<file path="src/rtl/washroom_input_conditioner.sv">
// Synchronizes and debounces the raw washroom buttons, doors and float switch into clean levels and event pulses.
// Define WASHROOM_FLUSH_LOCKOUT_EN to suppress flush pulses that re-trigger within LOCKOUT_CYCLES of the previous one.
module washroom_input_conditioner #(
   parameter int DEBOUNCE_CYCLES = 16,
   parameter int WATER_CYCLES    = 64,
   parameter int LOCKOUT_CYCLES  = 32
) (
   input  logic clk,
   input  logic rst,
   input  logic flush_in_raw,
   input  logic flush_out_raw,
   input  logic door_open_inside_raw,
   input  logic door_open_outside_raw,
   input  logic water_level_raw,
   output logic flush_in,
   output logic flush_out,
   output logic door_open_inside,
   output logic door_open_outside,
   output logic water_level,
   output logic flush_in_pulse,
   output logic flush_out_pulse,
   output logic door_event,
   output logic door_conflict
);

   localparam int NCH = 5;

   logic [NCH-1:0] raw;
   logic [NCH-1:0] stable;
   logic [NCH-1:0] stable_d;
   logic [NCH-1:0] rise;
   logic           flush_in_fire;
   logic           flush_out_fire;

   // Channel order: 0 flush_in, 1 flush_out, 2 door inside, 3 door outside, 4 water level.
   assign raw = {water_level_raw, door_open_outside_raw, door_open_inside_raw,
                 flush_out_raw, flush_in_raw};

   for (genvar i = 0; i < NCH; i++) begin : g_ch
      localparam int N  = (i == NCH - 1) ? WATER_CYCLES : DEBOUNCE_CYCLES;
      localparam int CW = $clog2(N);
      localparam logic [CW-1:0] CNT_LAST = CW'(N - 1);

      logic          s1;
      logic          s2;
      logic          stable_q;
      logic [CW-1:0] cnt;

      always_ff @(posedge clk or posedge rst) begin
         if (rst) begin
            s1       <= 1'b0;
            s2       <= 1'b0;
            stable_q <= 1'b0;
            cnt      <= '0;
         end else begin
            s1 <= raw[i];
            s2 <= s1;
            if (s2 == stable_q) begin
               cnt <= '0;
            end else if (cnt == CNT_LAST) begin
               stable_q <= s2;
               cnt      <= '0;
            end else begin
               cnt <= cnt + CW'(1);
            end
         end
      end

      assign stable[i] = stable_q;
   end

   assign flush_in          = stable[0];
   assign flush_out         = stable[1];
   assign door_open_inside  = stable[2];
   assign door_open_outside = stable[3];
   assign water_level       = stable[4];

   assign rise = stable & ~stable_d;

`ifdef WASHROOM_FLUSH_LOCKOUT_EN
   localparam int LW = $clog2(LOCKOUT_CYCLES + 1);

   logic [LW-1:0] lock_in;
   logic [LW-1:0] lock_out;

   // A rising edge seen while the counter is still running is dropped, never queued.
   assign flush_in_fire  = rise[0] && (lock_in == '0);
   assign flush_out_fire = rise[1] && (lock_out == '0);

   always_ff @(posedge clk or posedge rst) begin
      if (rst) begin
         lock_in  <= '0;
         lock_out <= '0;
      end else begin
         if (flush_in_fire)
            lock_in <= LW'(LOCKOUT_CYCLES);
         else if (lock_in != '0)
            lock_in <= lock_in - LW'(1);
         if (flush_out_fire)
            lock_out <= LW'(LOCKOUT_CYCLES);
         else if (lock_out != '0)
            lock_out <= lock_out - LW'(1);
      end
   end
`else
   assign flush_in_fire  = rise[0];
   assign flush_out_fire = rise[1];

   if (LOCKOUT_CYCLES < 0) begin : g_lockout_range_unused
   end
`endif

   always_ff @(posedge clk or posedge rst) begin
      if (rst) begin
         stable_d        <= '0;
         flush_in_pulse  <= 1'b0;
         flush_out_pulse <= 1'b0;
         door_event      <= 1'b0;
         door_conflict   <= 1'b0;
      end else begin
         stable_d        <= stable;
         flush_in_pulse  <= flush_in_fire;
         flush_out_pulse <= flush_out_fire;
         door_event      <= rise[2] | rise[3];
         door_conflict   <= stable[2] & stable[3];
      end
   end

endmodule

</file>
<file path="config.mk">
export PLATFORM = sky130hd
export DESIGN_NAME = washroom_input_conditioner
export DESIGN_NICKNAME = d
export VERILOG_FILES = /design/src/rtl/washroom_input_conditioner.sv
export SDC_FILE = /design/constraint.sdc
export NUM_CORES = 1
export LEC_CHECK = 0
export CAP_MARGIN = 20
export CORE_MARGIN = 3
export CORE_UTILIZATION = 50
export CTS_CLUSTER_DIAMETER = 100
export DETAILED_ROUTE_END_ITERATION = 8
export GPL_TIMING_DRIVEN = 0
export PLACE_DENSITY = 0.73
export RECOVER_POWER = 25
export SLEW_MARGIN = 20
export SYNTH_ARGS = -nofsm -noshare
export SYNTH_HDL_FRONTEND = slang
export SYNTH_SLANG_ARGS = --single-unit
</file>
<file path="constraint.sdc">
create_clock -name clk -period 2.06 [get_ports clk]
set_input_delay 0.206 -clock clk [delete_from_list [all_inputs] [get_ports clk]]
set_output_delay 0.206 -clock clk [all_outputs]
set_load 0.01 [all_outputs]
</file>
# Word level (Yosys, flattened, before mapping)
# Cells that the tools add are included.
[op_classes]
bitwise = 9
n_eq_ne = 10
n_reduce_logical = 5
muxes = 10
addsub = 5
[ops]
columns = ["operator", "count"]
rows = [
  ["$mux 4", 8],
  ["$add 4x1->4 const B", 4],
  ["$eq 4x4->1 const B", 4],
  ["$mux 6", 2],
  ["$reduce_and 2->1", 5],
  ["$add 6x1->6 const B", 1],
  ["$eq 6x6->1 const B", 1],
  ["$eq 1x1->1", 5],
  ["$not 1->1", 5],
  ["$and 4x4->4", 1],
  ["$not 4->4", 1],
  ["$and 1x1->1", 1],
  ["$or 1x1->1", 1],
]
[totals]
register_bits = 45
input_bits = 7
output_inout_bits = 9

# Logic depth before layout (Yosys ltp)
[logic_depth]
depth_word = 3
depth_mapped = 4

# Least setup slack after synthesis
# No wires, ideal clock.
[synth_path]
kind = "register to register"
startpoint = "reg g_ch[4].cnt[0]"
endpoint = "reg g_ch[4].stable_q (netlist: water_level)"
required_ns = 1.935
path_slack_ns = 0.830
setup_ns = 0.125
stages_incl_launch_ff = 5
synth_period_minus_slack_ns = 1.230
n_path_buf = 0
arrival_time_ns = 1.105
cell_sequence = "dfrtp_1 -> ha_1 -> nand3_1 -> nor2_1 -> mux2_2"
[synth_between]
elab_chain_len = 2
[synth_lines]
columns = ["item", "line_no", "rtl"]
rows = [
  ["start, declared", "47", "logic [CW-1:0] cnt;"],
  ["start signal, assigned", "64", "cnt <= cnt + CW'(1);"],
  ["$eq 6x6->1", "60", "end else if (cnt == CNT_LAST) begin"],
  ["$reduce_and 2->1 (no line)", "-", ""],
  ["end signal, assigned", "53", "stable_q <= 1'b0;"],
  ["end signal, assigned", "61", "stable_q <= s2;"],
  ["end, declared", "46", "logic stable_q;"],
]
# No other way between the ends.
# A chain may end at the register's enable or synchronous reset.

# Worst setup path in the final report
[layout_path]
startpoint = "reg g_ch[2].stable_q (netlist: door_open_inside)"
endpoint = "out door_open_inside"
[layout_lines]
columns = ["item", "line_no", "rtl"]
rows = [
  ["start, declared", "46", ""],
  ["start signal, assigned", "53", ""],
  ["start signal, assigned", "61", ""],
  ["end, declared", "17", "output logic door_open_inside,"],
]
# No word-level cell between the ends.

==> flow_metrics.py <==
metrics = {
    "hold_path": {
        "hp-class": "input pin to asynchronous set/reset pin",
    },
    "synthesis": {
        "yosys.cell_types.count": 20,
        "synth_common_cells": "dfrtp_1, nor2_1, xnor2_1",
        "synth_edf_count": 0,
        "synthArstFlopShare_pct": 100.0,
        "ys_ff_latch": 45,
        "yosysMostFrequentCell": "dfrtp_1",
        "synth_fp_nets": 136,
        "yosys_warnings": 0,
        "seq_area_frac_synth_pct": 67.82,
        "synth_top_area_share_pct": 67.82,
        "synth_top_area_cell": "dfrtp_1",
        "syn_inst": 124,
        "synth.avg_cell_area_um2": 13.39,
        "synth.cell_area_um2": 1660,
        "yosys_most_used_dff": "dfrtp_1",
        "netlist_top_cells_area": "dfrtp_1, xnor2_1, ha_1",
    },
    "floorplanning": {
        "dieArea_um2": 4048,
        "initial_core_util_pct": 53.51,
        "die_x_um": 63.63,
        "die_h_um": 63.63,
        "ios": 16,
        "core_area_um2": 3103,
        "rows": 20,
    },
    "global_routing": {
        "grt_antenna_before_repair": 0,
        "grt_max_degree": 33,
        "grtUsageTotal_pct": 14.62,
        "grt_pass1_wl_um": 4416,
        "overflow": 0,
        "grt_pass1_vias": 974,
    },
    "power_and_ir_drop": {
        "peakVddDrop_mv": 0.5250,
        "powerDensity_nw_per_um2": 785.2,
        "leakage_nw": 0.8764,
    },
    "sta": {
        "maxSlewViolCount": 0,
        "finalCritPeriodShare_pct": 76.02,
        "skew_ps": 16.02,
        "setup-violations-final": 0,
        "slew-limit-headroom_pct": 60.74,
        "hold_violations": 0,
        "final.min_clock_period_ps": 1566,
        "tns_ps": 0,
        "fmax_ghz": 0.6385,
        "max_slew.worst_pin.slew_ps": 588.2,
        "hold_ws_ps": 340.6,
        "rsz0062_at_grt": "no",
    },
    "setup_path": {
        "critPathMaxFanout": 5,
        "cpPeakStageDelay_ps": 570,
        "worstPathCellList": "clkdlybuf4s50_1",
        "rr_worst_depth": 4,
        "cp.arrival_ps": 1360,
        "reg2reg_from": "g_ch[4].cnt[0]$_DFF_PP0_",
        "path_buf_inv": 1,
        "critPathCaptureType": "output port",
        "crit_family": "buffers and inverters",
        "r2r_slack_ps": 730,
        "path_class": "register to output port",
        "timing.rr.end": "water_level$_DFFE_PP0P_",
        "cp-start-kind": "register",
        "critPathSlowestCell": "clkdlybuf4s50_1",
        "cp_data_required_time_ps": 1850,
    },
    "placement": {
        "gp_congestion": 0.7073,
        "io_buffers": 15,
        "dp_hpwl_um": 1709,
    },
    "clocking": {
        "cts_setup_buffers": 0,
        "cts-root-buf": "clkbuf_4",
        "cts_hold_buf": 0,
        "clockBufferDepth": 2,
        "cts_buffers": 5,
        "cts_tree": "done",
        "cts_resized": 0,
        "clkSlewWorstSetupHoldPaths_ps": 120,
        "cts_htree_levels": 2,
        "clk_latency_ps": 350,
        "cts.sinks": 45,
    },
    "route": {
        "wl_per_cell_um": 12.48,
        "vias_per_cell": 5.063,
        "wirelength_um": 2383,
        "ant_nets": 0,
        "drt-pass1-iter-count": 5,
        "vias": 967,
        "drtIter0Drc": 27,
        "drc": 0,
    },
    "final_layout": {
        "multi_input_area_um2": 511.7,
        "seqCellArea_um2": 1126,
        "fin_util_pct": 63.10,
        "areaGrowthSynthToFinish_pct": 17.94,
        "layout-drive-gt1-share_pct": 8.844,
        "nets": 159,
        "fillerInstances": 259,
        "diodes": 0,
    },
    "status": {
        "status": "finished clean",
    },
    "job": {
        "drv_cap": 0,
    },
}
-- cell type report --
class	count	area share (%)
clock buffers	5	1.917
clock inverters	2	1.789
well taps	44	2.811
inverters	6	1.150
multi-input cells	73	26.13
flip-flops and latches	45	57.51
repair buffers	16	8.690
-- registers in the layout, indices dropped and copies added, names as in the netlist --
| signal | cells |
|---|---|
| door_conflict | 1 |
| door_event | 1 |
| door_open_inside | 1 |
| door_open_outside | 1 |
| flush_in | 1 |
| flush_in_pulse | 1 |
| flush_out | 1 |
| flush_out_pulse | 1 |
| g_ch.cnt | 22 |
| g_ch.s1 | 5 |
| g_ch.s2 | 5 |
| stable_d | 4 |
| water_level | 1 |
-- worst register-to-register path: cells and delay by family, from the launching register on --
kind          cells  cell delay [ps]
flops             1              400
mux               1              340
simple gates      2              300
fa+ha+maj         1              190
-- through the flow --
step	cells	instance area, µm²	power, mW	worst slack [ps]
floorplan	124	1660	1.018	794.6
global placement	183	1866	1.041	27.89
detailed placement	184	1886	1.054	747.9
CTS	191	1958	1.565	468.9
global route	191	1958	1.627	404.7
finish	191	1958	1.538	493.9
-- routing by layer --
layer	routed length, µm	track usage, %	vias up
met1	1068	17.60	469
li1	-	-	472
met2	1198	23.34	24
met5	0	0	-
met4	6	6.469	0
met3	110	5.526	2
-- placed cells by master (no fill, tap or decap), types with 2 or more instances in the layout --
master           Yosys  routed
a21oi_1              7       7
clkbuf_4             0       5
dfrtp_1             45      45
mux2_2               5       5
nand2_1              2       2
inv_1                6       6
xor2_1               3       3
clkdlybuf4s50_1      0       9
o21ai_0              5       5
xnor2_1             10      10
nor2b_1              6       6
nand4b_1             3       3
a311oi_1             4       4
nor2_1              10      10
dlygate4sd3_1        0       6
nand3_1              7       7
ha_1                 5       5
-- power breakdown --
group | switching [mW] | internal (mW) | leakage, nW
Combinational | 0.0436 | 0.0420 | 0.243
Sequential | 0.0296 | 0.917 | 0.593
Clock | 0.258 | 0.247 | 0.0410
Total | 0.331 | 1.21 | 0.876
-- cells by family after synthesis --
kind of cell,Yosys count,synth area share (%)
AO/OA/AOI/OAI,19,6.933
AND/OR/NAND/NOR,31,9.873
flip-flops,45,67.82
XOR/XNOR,13,6.858
adder cells (fa/ha/maj),5,3.768
buffers and inverters,6,1.356
multiplexers,5,3.391
-- worst max-delay path by stage --
stage | from | endpoint | slack [ps] | cells after the start
3_5_place_dp | g_ch[4].cnt[0]$_DFF_PP0_ | water_level$_DFFE_PP0P_ | 750 | 4
2_1_floorplan | rst | door_conflict$_DFF_PP0_ | 790 | 1
3_3_place_gp | rst | g_ch[3].cnt[3]$_DFF_PP0_ | 30 | 2
6_report | door_open_inside$_DFFE_PP0P_ | door_open_inside | 490 | 1
5_1_grt | door_open_inside$_DFFE_PP0P_ | door_open_inside | 400 | 1
4_1_cts | door_open_inside$_DFFE_PP0P_ | door_open_inside | 470 | 1
No activity file was read; power rests on OpenSTA's default activity.
==> patch, RTL diff (same settings) <==
Build with the macro `WASHROOM_FLUSH_LOCKOUT_EN` defined.
--- a/src/rtl/washroom_input_conditioner.sv
+++ b/src/rtl/washroom_input_conditioner.sv
@@ -1,5 +1,7 @@
 // Synchronizes and debounces the raw washroom buttons, doors and float switch into clean levels and event pulses.
 // Define WASHROOM_FLUSH_LOCKOUT_EN to suppress flush pulses that re-trigger within LOCKOUT_CYCLES of the previous one.
+`define WASHROOM_FLUSH_LOCKOUT_EN
+
 module washroom_input_conditioner #(
    parameter int DEBOUNCE_CYCLES = 16,
    parameter int WATER_CYCLES    = 64,
Formal check against the unedited RTL: same outputs for any inputs over 10 cycles, from zero or initial values and one cycle with rst high; that may be too few to reach the edited logic, so the function may still have changed.
==> patch against the unedited design <==
Sequential cell count rose by 12; wire length rose by 49%; count of clock-buffer cells in the layout rose by 9; power rose by 83%; final area rose by 37%; sequential share of layout area fell by 4.4 points; largest cell class unchanged; critical path depth did not move; first-iteration DRC count rose by 11%; register-to-register slack got worse by 0.11 ns; maximum frequency rose by 2.9%; hold slack improved by 0.0061 ns; synthesized area rose by 38%; worst setup slack improved by 0.045 ns.
==> patch: results (changes against the unedited design) <==
Global routing
  • Vias in the first global route: 1543 (was 974)
  • Largest net degree at the start of global routing: 34 (was 33)
  • Tot GR Track Use: 15.55% (was 14.62%)

Min path
  • Hold crit path type: reg -> reg (was in -> async)

Logic synthesis
  • Cells after Synth: 189 (was 124)
  • Unique cell type count in the Yosys netlist: 29 (was 20)
  • Top cells by count, synth: dfrtp_1 (57), nor2_1 (14), nand2_1 (13) (was dfrtp_1 (45), nor2_1 (10), xnor2_1 (10))
  • Largest cells by area after synthesis: dfrtp_1 (62%), ha_1 (3.8%), xnor2_1 (3.8%) (was dfrtp_1 (68%), xnor2_1 (5.3%), ha_1 (3.8%))

Setup path
  • Critical path capture point: flush_in (was door_open_inside)
  • FF-to-FF setup slack: 0.62 ns (was 0.73 ns)
  • Worst path arrival time: 1.32 ns (was 1.36 ns)
  • Reg-to-Reg Start: lock_out[0] (was g_ch[4].cnt[0])
  • Worst Setup SP: flush_in (was door_open_inside)
  • R2R depth: 5 (was 4)

Placement
  • Hpwl dp: 2.475 mm (was 1.709 mm)
  • DP Area: 2521 µm² (was 1886 µm²)
  • Pre-CTS setup slack: 0.5999 ns (was 0.7479 ns)

Pwr
  • Static Leak: 1.204 nW (was 0.8764 nW)
  • Sw Ratio: 28.36% (was 21.55%)
  • VDD IR max: 0.6581 mV (was 0.5250 mV)

Drt
  • Vias: 1433 (was 967)
  • WL/cell: 13.21 µm (was 12.48 µm)
  • Drt pass-1 iters: 4 (was 5)
  • DR iter-0 viols: 30 (was 27)

Cells and area
  • Largest registers: g_ch.cnt (22), lock_in (6), lock_out (6) (was g_ch.cnt (22), g_ch.s1 (5), g_ch.s2 (5))
  • NumNets Final: 230 (was 159)

Clocking
  • Reg clk slew, reported paths: 0.05 ns (was 0.12 ns)
  • H-tree depth: 3 (was 2)
  • Num CTS Buffers: 9 (was 5)
  • Clock Latency Late Sink: 0.33 ns (was 0.35 ns)

STA
  • Slew @ Worst Pin: 0.9450 ns (was 0.5882 ns)

Status
  • Outcome: complete, no violations (unchanged)
-- patch: cells by family after synthesis --
kind of cell / count (synthesis) / synth area share (%)
multiplexers: 9 / 4.210
AO/OA/AOI/OAI: 31 / 8.529
AND/OR/NAND/NOR: 60 / 14.16
buffers and inverters: 12 / 1.968
flip-flops: 57 / 62.33
XOR/XNOR: 13 / 4.975
adder cells (fa/ha/maj): 7 / 3.827
-- patch: final cells by class --
type	count	area, µm²
Sequential cell	57	1426
Clock buffer	14	162.7
Timing Repair Buffer	16	170.2
Inverter	12	45.04
Fill cell	323	1518
Multi-Input combinational cell	120	817.0
Tap cell	50	62.56
-- patch: routing by layer --
metal	wire length [µm]	GRT usage, %
met5	0	0
met4	58	8.652
met3	170	7.387
met2	1849	26.38
met1	1476	15.50
-- patch: worst min path at each step --
stage | start | to | slack (ns) | cells past startpoint
after floorplan | flush_in_raw | g_ch[0].s1 | 0.24 | 0
after global placement | g_ch[2].s1 | g_ch[2].s2 | 0.33 | 0
after detailed placement | g_ch[2].s1 | g_ch[2].s2 | 0.33 | 0
after CTS | rst | g_ch[4].cnt[1] | 0.24 | 2
after global routing | g_ch[0].s1 | g_ch[0].s2 | 0.36 | 0
final | g_ch[2].s1 | g_ch[2].s2 | 0.35 | 0
-- patch: power groups by stage --
stage / registers (W) / clock network, W / logic, W
after floorplan: 0.00142 / 0 / 0.000421
after global placement: 0.00143 / 0 / 0.000475
after detailed placement: 0.00145 / 0 / 0.000534
after CTS: 0.00143 / 0.000898 / 0.000535
after global routing: 0.00146 / 0.000946 / 0.000596
final: 0.00143 / 0.000864 / 0.000517
